`config.mk`:
```
export PLATFORM = sky130hd
export DESIGN_NAME = nios2_dpram_avalon
export DESIGN_NICKNAME = d
export VERILOG_FILES = /design/src/rtl/nios2_dpram_avalon.sv
export SDC_FILE = /design/constraint.sdc
export NUM_CORES = 2
export LEC_CHECK = 0
export BUFFER_PORTS_ARGS = -buffer_cell sky130_fd_sc_hd__buf_2
export CORE_MARGIN = 8
export CORE_UTILIZATION = 30
export DETAILED_ROUTE_END_ITERATION = 10
export PLACE_DENSITY = 0.48
export RECOVER_POWER = 25
export REMOVE_ABC_BUFFERS = 1
export SYNTH_ARGS = -nofsm -noshare
export SYNTH_HDL_FRONTEND = slang
export SYNTH_SLANG_ARGS = --single-unit
```
`constraint.sdc`:
```
create_clock -name clk -period 3.4 [get_ports clk]
set_clock_uncertainty 0.2 [all_clocks]
set_input_delay 0.34 -clock clk [delete_from_list [all_inputs] [get_ports clk]]
set_output_delay 0.34 -clock clk [all_outputs]
set_load 0.05 [all_outputs]
```
`src/rtl/nios2_dpram_avalon.sv`:
```
// nios2_dpram_avalon: true dual-port on-chip RAM with two Avalon-MM slaves
// (s1, s2) on one clock. The block has byte enables, pipelined reads with
// readdatavalid, and a hardware clear sweep that runs after reset.
// Optional macro NIOS2_DPRAM_OUTREG_EN adds an output register stage, which
// raises read latency from 1 to 2 cycles.
module nios2_dpram_avalon #(
    parameter int                DATA_W     = 16,
    parameter int                ADDR_W     = 7,
    parameter logic [DATA_W-1:0] INIT_VALUE = '0
) (
    input  logic                 clk,
    input  logic                 reset_n,
    input  logic [ADDR_W-1:0]    s1_address,
    input  logic [DATA_W/8-1:0]  s1_byteenable,
    input  logic                 s1_chipselect,
    input  logic                 s1_read,
    input  logic                 s1_write,
    input  logic [DATA_W-1:0]    s1_writedata,
    output logic [DATA_W-1:0]    s1_readdata,
    output logic                 s1_readdatavalid,
    output logic                 s1_waitrequest,
    input  logic [ADDR_W-1:0]    s2_address,
    input  logic [DATA_W/8-1:0]  s2_byteenable,
    input  logic                 s2_chipselect,
    input  logic                 s2_read,
    input  logic                 s2_write,
    input  logic [DATA_W-1:0]    s2_writedata,
    output logic [DATA_W-1:0]    s2_readdata,
    output logic                 s2_readdatavalid,
    output logic                 s2_waitrequest,
    output logic                 init_done
);

    localparam int BE_W  = DATA_W / 8;
    localparam int DEPTH = 2 ** ADDR_W;

    typedef enum logic {ST_CLEAR, ST_READY} state_t;

    state_t              r_state;
    logic [ADDR_W-1:0]   r_clr_cnt;
    logic                r_waitrequest;
    logic                r_init_done;

    logic [DATA_W-1:0]   mem [DEPTH];

    logic [DATA_W-1:0]   r_s1_rdata;
    logic                r_s1_rvalid;
    logic [DATA_W-1:0]   r_s2_rdata;
    logic                r_s2_rvalid;

    // A write that also has read set is a write only, so it never produces readdatavalid.
    logic w_s1_wr, w_s1_rd, w_s2_wr, w_s2_rd;
    assign w_s1_wr = s1_chipselect & s1_write & ~r_waitrequest;
    assign w_s1_rd = s1_chipselect & s1_read & ~s1_write & ~r_waitrequest;
    assign w_s2_wr = s2_chipselect & s2_write & ~r_waitrequest;
    assign w_s2_rd = s2_chipselect & s2_read & ~s2_write & ~r_waitrequest;

    // Clear-sweep FSM. It holds waitrequest high until every word has been initialised.
    always_ff @(posedge clk or negedge reset_n) begin
        if (!reset_n) begin
            r_state       <= ST_CLEAR;
            r_clr_cnt     <= '0;
            r_waitrequest <= 1'b1;
            r_init_done   <= 1'b0;
        end else begin
            case (r_state)
                ST_CLEAR: begin
                    r_clr_cnt <= r_clr_cnt + ADDR_W'(1);
                    if (r_clr_cnt == '1) begin
                        r_state       <= ST_READY;
                        r_waitrequest <= 1'b0;
                        r_init_done   <= 1'b1;
                    end
                end
                default: begin
                    r_waitrequest <= 1'b0;
                    r_init_done   <= 1'b1;
                end
            endcase
        end
    end

    // Memory array writes. The sweep writes one word per cycle. In READY, the s2 lanes are
    // written first and the s1 lanes second, so s1 wins on any lane that both ports enable.
    // NOTE: the array has no reset; clearing it is the sweep's job, which keeps it mappable to block RAM.
    always_ff @(posedge clk) begin
        if (r_state == ST_CLEAR) begin
            mem[r_clr_cnt] <= INIT_VALUE;
        end else begin
            for (int i = 0; i < BE_W; i++) begin
                if (w_s2_wr && s2_byteenable[i])
                    mem[s2_address][i*8 +: 8] <= s2_writedata[i*8 +: 8];
            end
            for (int i = 0; i < BE_W; i++) begin
                if (w_s1_wr && s1_byteenable[i])
                    mem[s1_address][i*8 +: 8] <= s1_writedata[i*8 +: 8];
            end
        end
    end

    // Read registers sample the array before this edge's writes land, which gives read-before-write.
    // NOTE: non-blocking assignment is what makes the read see the old word on a same-cycle collision.
    always_ff @(posedge clk or negedge reset_n) begin
        if (!reset_n) begin
            r_s1_rdata  <= '0;
            r_s1_rvalid <= 1'b0;
            r_s2_rdata  <= '0;
            r_s2_rvalid <= 1'b0;
        end else begin
            r_s1_rvalid <= w_s1_rd;
            r_s2_rvalid <= w_s2_rd;
            if (w_s1_rd) r_s1_rdata <= mem[s1_address];
            if (w_s2_rd) r_s2_rdata <= mem[s2_address];
        end
    end

`ifdef NIOS2_DPRAM_OUTREG_EN
    logic [DATA_W-1:0] r_s1_rdata_q;
    logic              r_s1_rvalid_q;
    logic [DATA_W-1:0] r_s2_rdata_q;
    logic              r_s2_rvalid_q;

    // Extra output stage. readdata here also updates only on valid reads, so it holds between reads.
    always_ff @(posedge clk or negedge reset_n) begin
        if (!reset_n) begin
            r_s1_rdata_q  <= '0;
            r_s1_rvalid_q <= 1'b0;
            r_s2_rdata_q  <= '0;
            r_s2_rvalid_q <= 1'b0;
        end else begin
            r_s1_rvalid_q <= r_s1_rvalid;
            r_s2_rvalid_q <= r_s2_rvalid;
            if (r_s1_rvalid) r_s1_rdata_q <= r_s1_rdata;
            if (r_s2_rvalid) r_s2_rdata_q <= r_s2_rdata;
        end
    end

    assign s1_readdata      = r_s1_rdata_q;
    assign s1_readdatavalid = r_s1_rvalid_q;
    assign s2_readdata      = r_s2_rdata_q;
    assign s2_readdatavalid = r_s2_rvalid_q;
`else
    assign s1_readdata      = r_s1_rdata;
    assign s1_readdatavalid = r_s1_rvalid;
    assign s2_readdata      = r_s2_rdata;
    assign s2_readdatavalid = r_s2_rvalid;
`endif

    assign s1_waitrequest = r_waitrequest;
    assign s2_waitrequest = r_waitrequest;
    assign init_done      = r_init_done;

endmodule
```
==> flow_summary_export.csv <==
group,metric,value,unit
finish,design.final.nets,11900,
timing,setup_slack,-0.0228,ns
pwr,total_leakage_power,0.0428,uW
place,place_hpwl,457,mm
status,failed_checks,"capacitance limit, slew limit, setup timing",
global_route,global_route_wire_length_before_repair,877,mm
worst_setup_path,worst_setup_path_end_kind,"register",
pwr,swShare,26.4,%
synthesis,synth_area,121000,sq um
floorplan,effective_utilization_at_floorplan,30.1,%
pwr,netSwitchingPower,16400,uW
timing,finalHoldViolCount,0,
timing,setup_viol,2,
worst_setup_path,startpoint_type,"register",
pwr,share_comb_of_total_power,9.8,%
pwr,vdd_ir_drop_max,408,uV
timing,setup_repair_after_global_routing_missed_its_margin,"no",
floorplan,die-area,425000,sq um
drt,ant_nets,0,
drt,detailroute.via_count,108000,
clock_tree,clockBufferDepth,4,
global_route,antenna_found_initial,61,
clock_tree,worst_skew_pair.late_latency,0.99,ns
timing,worst_slew_pin_slew,1.57,ns
timing,period_minus_slack,3.42,ns
floorplan,die_x,652,microns
timing,total_negative_slack_for_setup_checks,-0.0318,ns
timing,layout_worst_path_cycle_share,101,%
pwr,fin_total_pwr,62200,uW
worst_setup_path,arrival_time_of_data_at_the_critical_path_endpoint,4.05,ns
worst_setup_path,crit_chain,"buf_4, nor4bb_4, buf_4, a21boi_2, buf_12, o211ai_1, o32ai_2, o22ai_1",
synthesis,synth_cell_types,88,
place,buffer_ports.inserted,94,
drt,detailed_router_iteration_count_before_antenna_repair,7,
worst_setup_path,crit_path_max_incr_delay,0.90,ns
finish,nFillCells,39300,
run,maxCapViolCount,2,
place,gp_congestion,1.01,
synthesis,synth.ff_latch_count,2092,
drt,wirelength,653,mm
clock_tree,ctsRootBufferMaster,"sky130_fd_sc_hd__clkbuf_16",
drt,post-route-drc-count,0,
synthesis,netlist_top_cells_area,"sky130_fd_sc_hd__edfxtp_1, sky130_fd_sc_hd__mux4_2, sky130_fd_sc_hd__o21ai_0, sky130_fd_sc_hd__nand2_1, sky130_fd_sc_hd__mux2i_1",
floorplan,pin_count,95,
worst_setup_path,criticalPathCategory,"reg2reg",
synthesis,synth_edf_count,2048,
floorplan,core_region,403000,sq um
synthesis,syn_inst,11200,
drt,drtIter0Drc,17700,
worst_setup_path,cell_repeated_most_along_the_worst_path,"sky130_fd_sc_hd__buf_4",
synthesis,postSynthAreaPerCell,10.8,sq um
global_route,grt_start_max_net_pins,129,
clock_tree,cts.clk_slew.worst_paths,0.07,ns
timing,maxClockFrequency,292,MHz
finish,drive_above_1_share,23.2,%
floorplan,die_height,652,microns
drt,via_per_inst,6.19,
hold_path,worstHoldPathType,"in2reg",
worst_setup_path,crit_path_max_fanout,15,
drt,routed_wire_length_per_instance,37.4,microns
synthesis,synthArstFlopShare,2.10,%
global_route,grt_remaining_overflow,0,
timing,finalMaxSlewViolations,4,
clock_tree,number_of_setup_buffers_added_after_cts,0,
pwr,pwr-share-seq,45.3,%
clock_tree,cts_sinks,2092,
floorplan,floorplan.rows,233,
timing,timing.max_slew.rel_slack,-4.80,%
pwr,power.share.clock,44.9,%
synthesis,synthFlopType,"sky130_fd_sc_hd__edfxtp_1",
global_route,grt_usage,29.4,%
clock_tree,cts_tree,"built",
synthesis,synthDominantAreaCellType,"sky130_fd_sc_hd__edfxtp_1",
clock_tree,cts_max_level,4,
status,outcome,"complete, but fails checks",
synthesis,yosys.area.top_type_share,50.7,%
synthesis,post_synthesis_sequential_area_ratio,51.6,%
finish,areaGrowthSynthToFinish,20.2,%
pwr,pwr_density_cell,427,nW/um^2
synthesis,synth.yosys.warnings,0,
global_route,grt_pass1_vias,99900,
pwr,p_int,45800,uW
worst_setup_path,slowest_stage,"sky130_fd_sc_hd__o32ai_2",
clock_tree,cts_inserted_buffers,235,
worst_setup_path,worstPathRequired,4.02,ns
-- critical path: cells and delay by family (launching register included) --
| family | cells | cell delay [ns] |
|---|---|---|
| buffers and inverters | 3 | 0.74 |
| DFF | 1 | 0.37 |
| AOI/OAI and AO/OA | 4 | 1.65 |
| and+or+nand+nor | 1 | 0.27 |
-- cell type report --
class	instances	area, sq um	area share (%)
flip-flops and latches	2092	62600	42.9
multi-input cells	7782	53300	36.6
repair buffers	1697	14800	10.2
well taps	5405	6760	4.64
clock buffers	271	6080	4.17
clock inverters	169	2040	1.40
inverters	17	81.3	0.0558
diodes	30	75.1	0.0515
-- power groups by stage --
stage / clock network [uW] / registers [uW] / logic (uW)
after floorplan: 0 / 28800 / 1430
after global placement: 0 / 28700 / 5850
after detailed placement: 0 / 28700 / 5850
after CTS: 28000 / 28200 / 5910
after global routing: 28800 / 28200 / 6080
final: 27900 / 28200 / 6120
-- stage by stage --
step | std cells | hold slack [ns] | worst slack (ns) | utilization, % | cell area, sq um
2_1_floorplan | 9891 | -0.156 | -1.70 | - | 116000
3_3_place_gp | 16900 | 0.263 | -0.809 | 34.3 | 138000
3_5_place_dp | 16900 | 0.274 | -0.844 | 34.3 | 138000
4_1_cts | 17400 | 0.0238 | 0.127 | 36.4 | 147000
5_1_grt | 17400 | 0.0651 | 0.00540 | 36.2 | 146000
6_report | 17500 | 0.0930 | -0.0228 | 36.2 | 146000
-- logic make-up (layout without fill, tap and decap cells) --
group	Yosys count	in the layout	synth area share (%)
buf+inv	1340	2154	4.67
compound gates	3554	3554	17.2
mux	1207	1207	16.6
fa+ha+maj	1	1	0.0103
simple gates	3014	3014	9.92
flops	2092	2092	51.6
xor+xnor	6	6	0.0433
other cells	0	30	0
-- final timing paths --
check | from | cells after the start | slack [ns] | to
max | s1_waitrequest$_DFFE_PN1P_ | 8 | -0.02 | s2_readdata[14]$_DFFE_PN0P_
min | s1_address[6] | 3 | 0.09 | s1_readdata[0]$_DFFE_PN0P_
max reg2reg | s1_waitrequest$_DFFE_PN1P_ | 8 | -0.02 | s2_readdata[14]$_DFFE_PN0P_
min reg2reg | init_done$_DFFE_PN0P_ | 1 | 0.29 | init_done$_DFFE_PN0P_
max in group asynchronous | reset_n | 4 | 1.21 | s2_readdata[15]$_DFFE_PN0P_
min in group asynchronous | reset_n | 3 | 1.22 | s1_waitrequest$_DFFE_PN1P_
-- flip-flops by register name (all words and copies together) (netlist names) --
| name | count |
|---|---|
| init_done | 1 |
| mem | 2048 |
| r_clr_cnt | 7 |
| r_state | 1 |
| s1_readdata | 16 |
| s1_readdatavalid | 1 |
| s1_waitrequest | 1 |
| s2_readdata | 16 |
| s2_readdatavalid | 1 |
-- layer usage --
layer / wire [microns] / GRT usage, %
met3: 83200 / 8.40
met2: 273000 / 42.8
met4: 52500 / 19.3
met5: 182 / 0
met1: 243000 / 38.1
-- what timing repair did --
action	in CTS	in global routing
pin swaps	0	0
endpoints found under the hold margin	1435	0
endpoints found under the setup margin	2	26
gates resized for setup	2	3
hold buffers	50	0
-- layout by cell type, fill, tap and decap left out, types with 43 or more instances in the layout --
master                          netlist  routed
sky130_fd_sc_hd__a211oi_1            56      56
sky130_fd_sc_hd__a21oi_1            154     153
sky130_fd_sc_hd__a221o_1             53      53
sky130_fd_sc_hd__a221oi_1           143     143
sky130_fd_sc_hd__a22oi_1            188     188
sky130_fd_sc_hd__buf_12               0     209
sky130_fd_sc_hd__buf_4               72    1185
sky130_fd_sc_hd__clkbuf_1           982     175
sky130_fd_sc_hd__clkbuf_16            0     236
sky130_fd_sc_hd__clkbuf_2             0      49
sky130_fd_sc_hd__clkinv_2             0      45
sky130_fd_sc_hd__dfrtp_1             43      43
sky130_fd_sc_hd__dlygate4sd3_1        0      49
sky130_fd_sc_hd__edfxtp_1          2048    2048
sky130_fd_sc_hd__mux2_2             211     211
sky130_fd_sc_hd__mux2i_1            373     373
sky130_fd_sc_hd__mux4_2             619     619
sky130_fd_sc_hd__nand2_1           2321    2304
sky130_fd_sc_hd__nand3_1             80      77
sky130_fd_sc_hd__nor2_1             400     394
sky130_fd_sc_hd__o21ai_0           2201    2199
sky130_fd_sc_hd__o22ai_1            451     451
-- synthesized netlist by cell type (28+ instances only) --
cell type                   count
sky130_fd_sc_hd__a211oi_1      56
sky130_fd_sc_hd__mux4_2       619
sky130_fd_sc_hd__o22ai_1      451
sky130_fd_sc_hd__a31oi_1       35
sky130_fd_sc_hd__nand2_1     2321
sky130_fd_sc_hd__o2bb2ai_1     28
sky130_fd_sc_hd__a22o_1        28
sky130_fd_sc_hd__o21ai_0     2201
sky130_fd_sc_hd__dfrtp_1       43
sky130_fd_sc_hd__a221o_1       53
sky130_fd_sc_hd__a221oi_1     143
sky130_fd_sc_hd__o221ai_1      33
sky130_fd_sc_hd__buf_4         72
sky130_fd_sc_hd__nor3_1        33
sky130_fd_sc_hd__buf_2        187
sky130_fd_sc_hd__buf_1         64
sky130_fd_sc_hd__nor2_1       400
sky130_fd_sc_hd__nand3_1       80
sky130_fd_sc_hd__edfxtp_1    2048
sky130_fd_sc_hd__o211ai_1      33
sky130_fd_sc_hd__clkbuf_1     982
sky130_fd_sc_hd__mux2_2       211
sky130_fd_sc_hd__a21oi_1      154
sky130_fd_sc_hd__a22oi_1      188
sky130_fd_sc_hd__mux2i_1      373
Note: power is estimated with default switching activity, not from simulation.
